### config.mk
export PLATFORM = sky130hd
export DESIGN_NAME = dac_sample_scheduler
export DESIGN_NICKNAME = d
export VERILOG_FILES = /design/src/rtl/dac_sample_scheduler.sv
export SDC_FILE = /design/constraint.sdc
export NUM_CORES = 1
export LEC_CHECK = 0
export ABC_CLOCK_PERIOD_IN_PS = 4400
export CORE_UTILIZATION = 55
export CTS_CLUSTER_DIAMETER = 200
export DETAILED_ROUTE_END_ITERATION = 10
export GPL_TIMING_DRIVEN = 0
export HOLD_SLACK_MARGIN = 0.08
export PLACE_DENSITY = 0.85
export SYNTH_ARGS = -nofsm -noshare
export SYNTH_HDL_FRONTEND = slang
export SYNTH_SLANG_ARGS = --single-unit
### constraint.sdc
create_clock -name i_clock -period 4.4 [get_ports i_clock]
set_clock_uncertainty 0.1 [all_clocks]
set_input_delay 1.1 -clock i_clock [delete_from_list [all_inputs] [get_ports i_clock]]
set_output_delay 1.1 -clock i_clock [all_outputs]
set_load 0.1 [all_outputs]
### src/rtl/dac_sample_scheduler.sv
// Paces one synth-engine sample per DAC frame: period tick, req/valid fetch with timeout,
// and a boundary-only commit onto the DAC data bus with mute/disable and underrun counting.
module dac_sample_scheduler #(
  parameter int unsigned CLOCK_TICKS   = 1500,
  parameter int unsigned TIMEOUT_TICKS = 1000,
  parameter int unsigned COUNT_WIDTH   = 8
) (
  input  logic                   i_clock,
  input  logic                   i_reset_n,
  input  logic                   i_enable,
  input  logic                   i_mute,
  input  logic                   i_clear_count,
  output logic                   o_sample_req,
  input  logic                   i_sample_valid,
  input  logic [31:0]            i_sample,
  output logic                   o_sample_tick,
  output logic [31:0]            o_dac_data,
  output logic                   o_underrun,
  output logic [COUNT_WIDTH-1:0] o_underrun_count
);

  localparam int unsigned PERIOD_W  = (CLOCK_TICKS > 1) ? $clog2(CLOCK_TICKS) : 1;
  localparam int unsigned TIMEOUT_W = (TIMEOUT_TICKS > 1) ? $clog2(TIMEOUT_TICKS) : 1;
  localparam int unsigned SAMPLE_W  = 32;

  typedef enum logic {
    IDLE    = 1'b0,
    REQUEST = 1'b1
  } state_t;

  state_t                 state;
  state_t                 state_next;
  logic [PERIOD_W-1:0]    period_cnt;
  logic [TIMEOUT_W-1:0]   timeout_cnt;
  logic [SAMPLE_W-1:0]    pending;
  logic                   fresh;
  logic                   transfer;
  logic                   timeout;
  logic                   commit;

  // Free-running frame counter; tick is registered one count early so it lines up with CLOCK_TICKS-1.
  always_ff @(posedge i_clock or negedge i_reset_n) begin
    if (!i_reset_n) begin
      period_cnt    <= '0;
      o_sample_tick <= 1'b0;
    end else begin
      if (period_cnt == PERIOD_W'(CLOCK_TICKS - 1)) begin
        period_cnt <= '0;
      end else begin
        period_cnt <= period_cnt + PERIOD_W'(1);
      end
      o_sample_tick <= (period_cnt == PERIOD_W'(CLOCK_TICKS - 2));
    end
  end

  always_ff @(posedge i_clock or negedge i_reset_n) begin
    if (!i_reset_n) begin
      state <= IDLE;
    end else begin
      state <= state_next;
    end
  end

  // Disable beats a same-cycle valid; a transfer beats a same-cycle timeout.
  always_comb begin
    state_next = state;
    transfer   = 1'b0;
    timeout    = 1'b0;
    case (state)
      IDLE: begin
        if (o_sample_tick && i_enable) begin
          state_next = REQUEST;
        end
      end
      REQUEST: begin
        if (!i_enable) begin
          state_next = IDLE;
        end else if (o_sample_req && i_sample_valid) begin
          transfer   = 1'b1;
          state_next = IDLE;
        end else if (timeout_cnt == TIMEOUT_W'(TIMEOUT_TICKS - 1)) begin
          timeout    = 1'b1;
          state_next = IDLE;
        end
      end
      default: state_next = IDLE;
    endcase
  end

  assign commit = o_sample_tick && i_enable && !i_mute;

  always_ff @(posedge i_clock or negedge i_reset_n) begin
    if (!i_reset_n) begin
      o_sample_req <= 1'b0;
      timeout_cnt  <= '0;
      o_underrun   <= 1'b0;
    end else begin
      o_sample_req <= (state_next == REQUEST);
      o_underrun   <= timeout;
      if (state == IDLE) begin
        timeout_cnt <= '0;
      end else begin
        timeout_cnt <= timeout_cnt + TIMEOUT_W'(1);
      end
    end
  end

  always_ff @(posedge i_clock or negedge i_reset_n) begin
    if (!i_reset_n) begin
      o_underrun_count <= '0;
    end else if (i_clear_count) begin
      o_underrun_count <= '0;
    end else if (timeout && (o_underrun_count != {COUNT_WIDTH{1'b1}})) begin
      o_underrun_count <= o_underrun_count + COUNT_WIDTH'(1);
    end
  end

  // Pending is only written on transfer, never on a tick, so the commit read is always stable.
  always_ff @(posedge i_clock or negedge i_reset_n) begin
    if (!i_reset_n) begin
      pending    <= '0;
      fresh      <= 1'b0;
      o_dac_data <= '0;
    end else begin
      if (transfer) begin
        pending <= i_sample;
        fresh   <= 1'b1;
      end else if (commit && fresh) begin
        fresh <= 1'b0;
      end
      if (o_sample_tick) begin
        if (!i_enable || i_mute) begin
          o_dac_data <= '0;
        end else if (fresh) begin
          o_dac_data <= pending;
        end
      end
    end
  end

endmodule

### Yosys cells after proc, flatten, opt, wreduce, memory -nomap -nowiden

Index checks and enable logic that the tools add are counted.

| storage, ports and cells | value |
|---|---|
| register bits after elaboration | 97 |
| input bits | 38 |
| output and inout port bits | 43 |

| cells by class | value |
|---|---|
| add/sub/neg operators | 3 |
| eq/ne operators | 4 |
| muxes and demuxes | 20 |
| bitwise gates (word level) | 1 |
| reductions and logical operators | 12 |

Operators with widths:

| kind | number |
|---|---|
| $mux 32 | 2 |
| $eq 11x11->1 const B | 2 |
| $mux 8 | 2 |
| $mux 1 | 13 |
| $add 11x1->11 const B | 1 |
| $mux 11 | 1 |
| $add 10x1->10 const B | 1 |
| $eq 10x10->1 const B | 1 |
| $mux 10 | 1 |
| $add 8x1->8 const B | 1 |
| $ne 8x8->1 const B | 1 |
| $reduce_bool 2->1 | 3 |
| $logic_and 1x1->1 | 5 |
| $logic_not 1->1 | 2 |
| $pmux 1 s2 | 1 |
| $reduce_and 2->1 | 1 |
| $logic_or 1x1->1 | 1 |
| $not 1->1 | 1 |

### Depth between registers and ports, before layout

| depth | value |
|---|---|
| word-level depth | 8 |
| depth in mapped cells | 7 |
| depth with buffers taken out | 6 |

### Worst setup path after synthesis

Ideal clock, no wire load.

| timing path | value |
|---|---|
| kind | in2reg |
| from | in i_sample_valid |
| to | reg o_underrun_count[7] |
| arrival | 2.346 ns |
| data required time | 4.222 ns |
| slack | 1.876 ns |
| stages | 5 |
| path buffers | 1 |
| path through | nand3b_1 -> or4_4 -> buf_4 -> or3_1 -> a21oi_1 |

| between the ends | value |
|---|---|
| cells in the longest elaborated chain, start to end | 6 |

Ends and longest elaborated chain:

| what | line | source |
|---|---|---|
| start: declaration | 14 | `input logic i_sample_valid,` |
| $logic_and 1x1->1 | 78 | `end else if (o_sample_req && i_sample_valid) begin` |
| $mux 1 | 78 |  |
| $mux 1 | 76 | `if (!i_enable) begin` |
| $mux 1 | 69 | `case (state)` |
| $logic_and 1x1->1 | 113 | `end else if (timeout && (o_underrun_count != {COUNT_WIDTH{1'b1}})) begin` |
| $reduce_bool 2->1 (no line) | -- |  |
| end signal: assignment | 114 | `o_underrun_count <= o_underrun_count + COUNT_WIDTH'(1);` |
| end: declaration | 19 | `output logic [COUNT_WIDTH-1:0] o_underrun_count` |

Every way passes these cells.
A chain may end at the register's enable or synchronous reset.

### Worst setup path in the final report

| timing path | value |
|---|---|
| from | reg o_underrun_count[0] |
| to | out o_underrun_count[0] |

No word-level cell between the ends.

==> impl_metrics.toml <==
[die]
chipHeight_um = 87.4
ioPinCount = 81
dieArea_um2 = 7640
core-area_um2 = 6910
fp.dieW_um = 87.4
num_rows = 30
start_util = 0.581

[placement]
place_congestion = 0.843
portBuffers = 79
post-dp-hpwl_mm = 5.82
post-place-cells = 534
place_area_um2 = 4950

[cts]
cts_num_sinks = 97
cts_hold_buf = 0
clk_latency_ns = 0.35
htree_levels = 3
numCtsBuffers = 9
tritoncts = "built"
cts_buffer_depth = 2
clkTransAtPathRegs_ns = 0.08
ctsResizeCount = 0
cts-root-buf = "clkbuf_8"
post_cts_buffers = 0

[setup_path]
cp_cell_sequence = "clkdlybuf4s50_1"
cp_top_family = "buffers and inverters"
r2r.worst_path.cells = 5
crit_slowest_cell = "clkdlybuf4s50_1"
timing.critical_path.buf_inv = 1
r2r-start = "timeout_cnt[0]"
reg2reg_to = "o_underrun_count[2]"
required_ns = 3.20
arrival_ns = 1.96
startpoint = "o_underrun_count[0]"
critPathCapture = "o_underrun_count[0]"
cp_max_fo = 7
path_class = "reg -> out"
critPathMaxStageDelay_ns = 1.17
crit_path_start_kind = "flip-flop"
end_kind = "output port"
rrSetupSlack_ns = 2.17
cp.depth = 1

[yosys]
synth_fa_ha_area_frac = 0.0125
synth_compound_area_frac = 0.0745
synth_top_family_by_area = "simple AND/OR/NAND/NOR gates"
syn_avg_cell_area_um2 = 11.2
yosys.area_share.xor_xnor = 0.0284
ys_seq_area_frac = 0.605
yosys-mux-area-fraction = 0.0923
syn_area_um2 = 4010
syn_inst = 358
synthSimpleGateAreaFrac = 0.167
ys_warn_count = 0
synth_nets = 400
ys_ff_latch = 97
synth_cell_types = 36

[global_routing]
grt_remaining_overflow = 0
grt_use_total = 0.238
antenna_found_initial = 0
grt_pass1_vias = 2996
grt_first_pass_wirelength_mm = 13.8
grt_max_degree = 53

[run]
maxCapViolations = 0

[detailed_routing]
avgViaCountPerCell = 5.41
vias = 2961
post_drt_wl_per_cell_um = 15.1
routed_wl_mm = 8.24
drt_first_iter_violations = 149
drt_pass1_iterations = 4
ant_nets = 0
drc = 0

[sta]
finalSetupViolations = 0
fmax_mhz = 316
min_period_ns = 3.16
max-slew-margin-rel = 0.331
worst_pin_slew_ns = 1.00
rsz0062_at_grt = "false"
fin_crit_sh = 0.719
slew_violations = 0
hold_viol_final = 0

[status]
status = "completed"

[power]
ir_drop_mv = 0.236
power.leakage_nw = 2.30
cellPowerDensity_nw_per_um2 = 310

[worst_hold_path]
hold_class = "reg -> reg"

[final_layout]
final_nets = 491
fin_area_um2 = 5170
instances_no_fill = 547
final_util = 0.748
antennaDiodeCount = 0
synthToLayoutAreaGrowth_pct = 28.8
drive_above_1_share = 0.109
-- how the worst min path moves through the flow --
stage	start	to	slack, ns	cells after the start
final	o_dac_data[31]	o_dac_data[31]	0.39	2
after global routing	o_dac_data[16]	o_dac_data[16]	0.41	2
after CTS	fresh	fresh	0.38	2
after detailed placement	fresh	fresh	0.36	2
after global placement	fresh	fresh	0.36	2
after floorplan	fresh	fresh	0.35	2
-- metal layers --
metal / part of all wire / routed length (µm) / track usage / vias to the layer above
li1: - / - / - / 1410
met5: 0 / 0 / 0 / -
met3: 0.047 / 384 / 0.0370 / 12
met1: 0.43 / 3540 / 0.303 / 1466
met2: 0.51 / 4180 / 0.406 / 73
met4: 0.017 / 140 / 0.0984 / 0
-- cell type report --
class                      count  area (µm²)
fill                         488        1740
buffer                        18        71.3
clock buffer                   9         124
inverter                       3        11.3
multi-input combinational    240        1500
timing repair buffer          80         816
sequential                    97        2430
clock inverter                 4        95.1
tap                           96         120
-- flip-flops by register name, indices dropped and copies added, names as in the netlist --
signal,flops
fresh,1
o_dac_data,32
o_sample_req,1
o_sample_tick,1
o_underrun,1
o_underrun_count,8
pending,32
period_cnt,11
timeout_cnt,10
-- synth_stat cells --
cell | n | share of area
a21boi_0 | 2 | 0.0037
a21oi_1 | 7 | 0.0087
a22o_1 | 1 | 0.0022
a31oi_1 | 1 | 0.0016
and2_1 | 10 | 0.016
and3_1 | 2 | 0.0031
and4_1 | 4 | 0.0087
and4b_1 | 1 | 0.0025
buf_1 | 1 | 0.00093
buf_4 | 1 | 0.0019
clkbuf_1 | 16 | 0.015
dfrtp_1 | 97 | 0.60
ha_1 | 4 | 0.012
inv_1 | 3 | 0.0028
mux2_2 | 32 | 0.090
mux2i_1 | 1 | 0.0025
nand2_1 | 72 | 0.067
nand2b_1 | 2 | 0.0031
nand3_1 | 9 | 0.011
nand3b_1 | 2 | 0.0037
nand4_1 | 8 | 0.012
nand4bb_1 | 1 | 0.0028
nor2_1 | 7 | 0.0065
nor2b_1 | 3 | 0.0047
nor3_1 | 3 | 0.0037
nor4b_1 | 1 | 0.0022
nor4bb_1 | 1 | 0.0025
o21ai_0 | 37 | 0.046
o21ai_1 | 1 | 0.0012
o22ai_1 | 1 | 0.0016
o31ai_1 | 5 | 0.0094
or3_1 | 4 | 0.0062
or4_1 | 4 | 0.0075
or4_4 | 1 | 0.0028
xnor2_1 | 6 | 0.013
xor2_1 | 7 | 0.015
-- through the flow --
step	hold slack, ns	setup TNS [ns]	worst slack, ns	total power [W]
after global routing	0.407	0	1.16	0.00165
after global placement	0.364	-126.96	-1.31	0.000967
final	0.387	0	1.24	0.00160
after CTS	0.384	0	1.22	0.00161
after floorplan	0.346	0	1.88	0.000915
after detailed placement	0.363	0	1.27	0.000970
-- placed cells by master (no fill, tap or decap), types with 2 or more instances in the layout --
cell	instances
dfrtp_1	97
nand4_1	8
clkbuf_1	16
nand2_1	72
and3_1	2
nor2b_1	3
xnor2_1	6
a21oi_1	7
nand3_1	9
mux2_2	32
and2_1	10
ha_1	4
nand3b_1	2
xor2_1	7
nor3_1	3
or4_1	4
bufinv_16	3
nand2b_1	2
clkbuf_8	9
inv_1	3
and4_1	4
buf_4	2
or3_1	4
o31ai_1	5
clkdlybuf4s50_1	78
a21boi_0	2
nor2_1	7
o21ai_0	37
-- power by group --
| group | switching, W | internal [W] | leakage (nW) |
|---|---|---|---|
| clock | 0.000283 | 0.000367 | 0.111 |
| combinational | 0.0000289 | 0.0000318 | 0.844 |
| sequential | 0 | 0.000890 | 1.34 |
-- cells by family after synthesis --
kind of cell	count (synthesis)
xor+xnor	13
flops	97
simple gates	135
compound gates	55
buf+inv	21
mux	33
fa+ha+maj	4
Note: power is estimated with default switching activity, not from simulation.
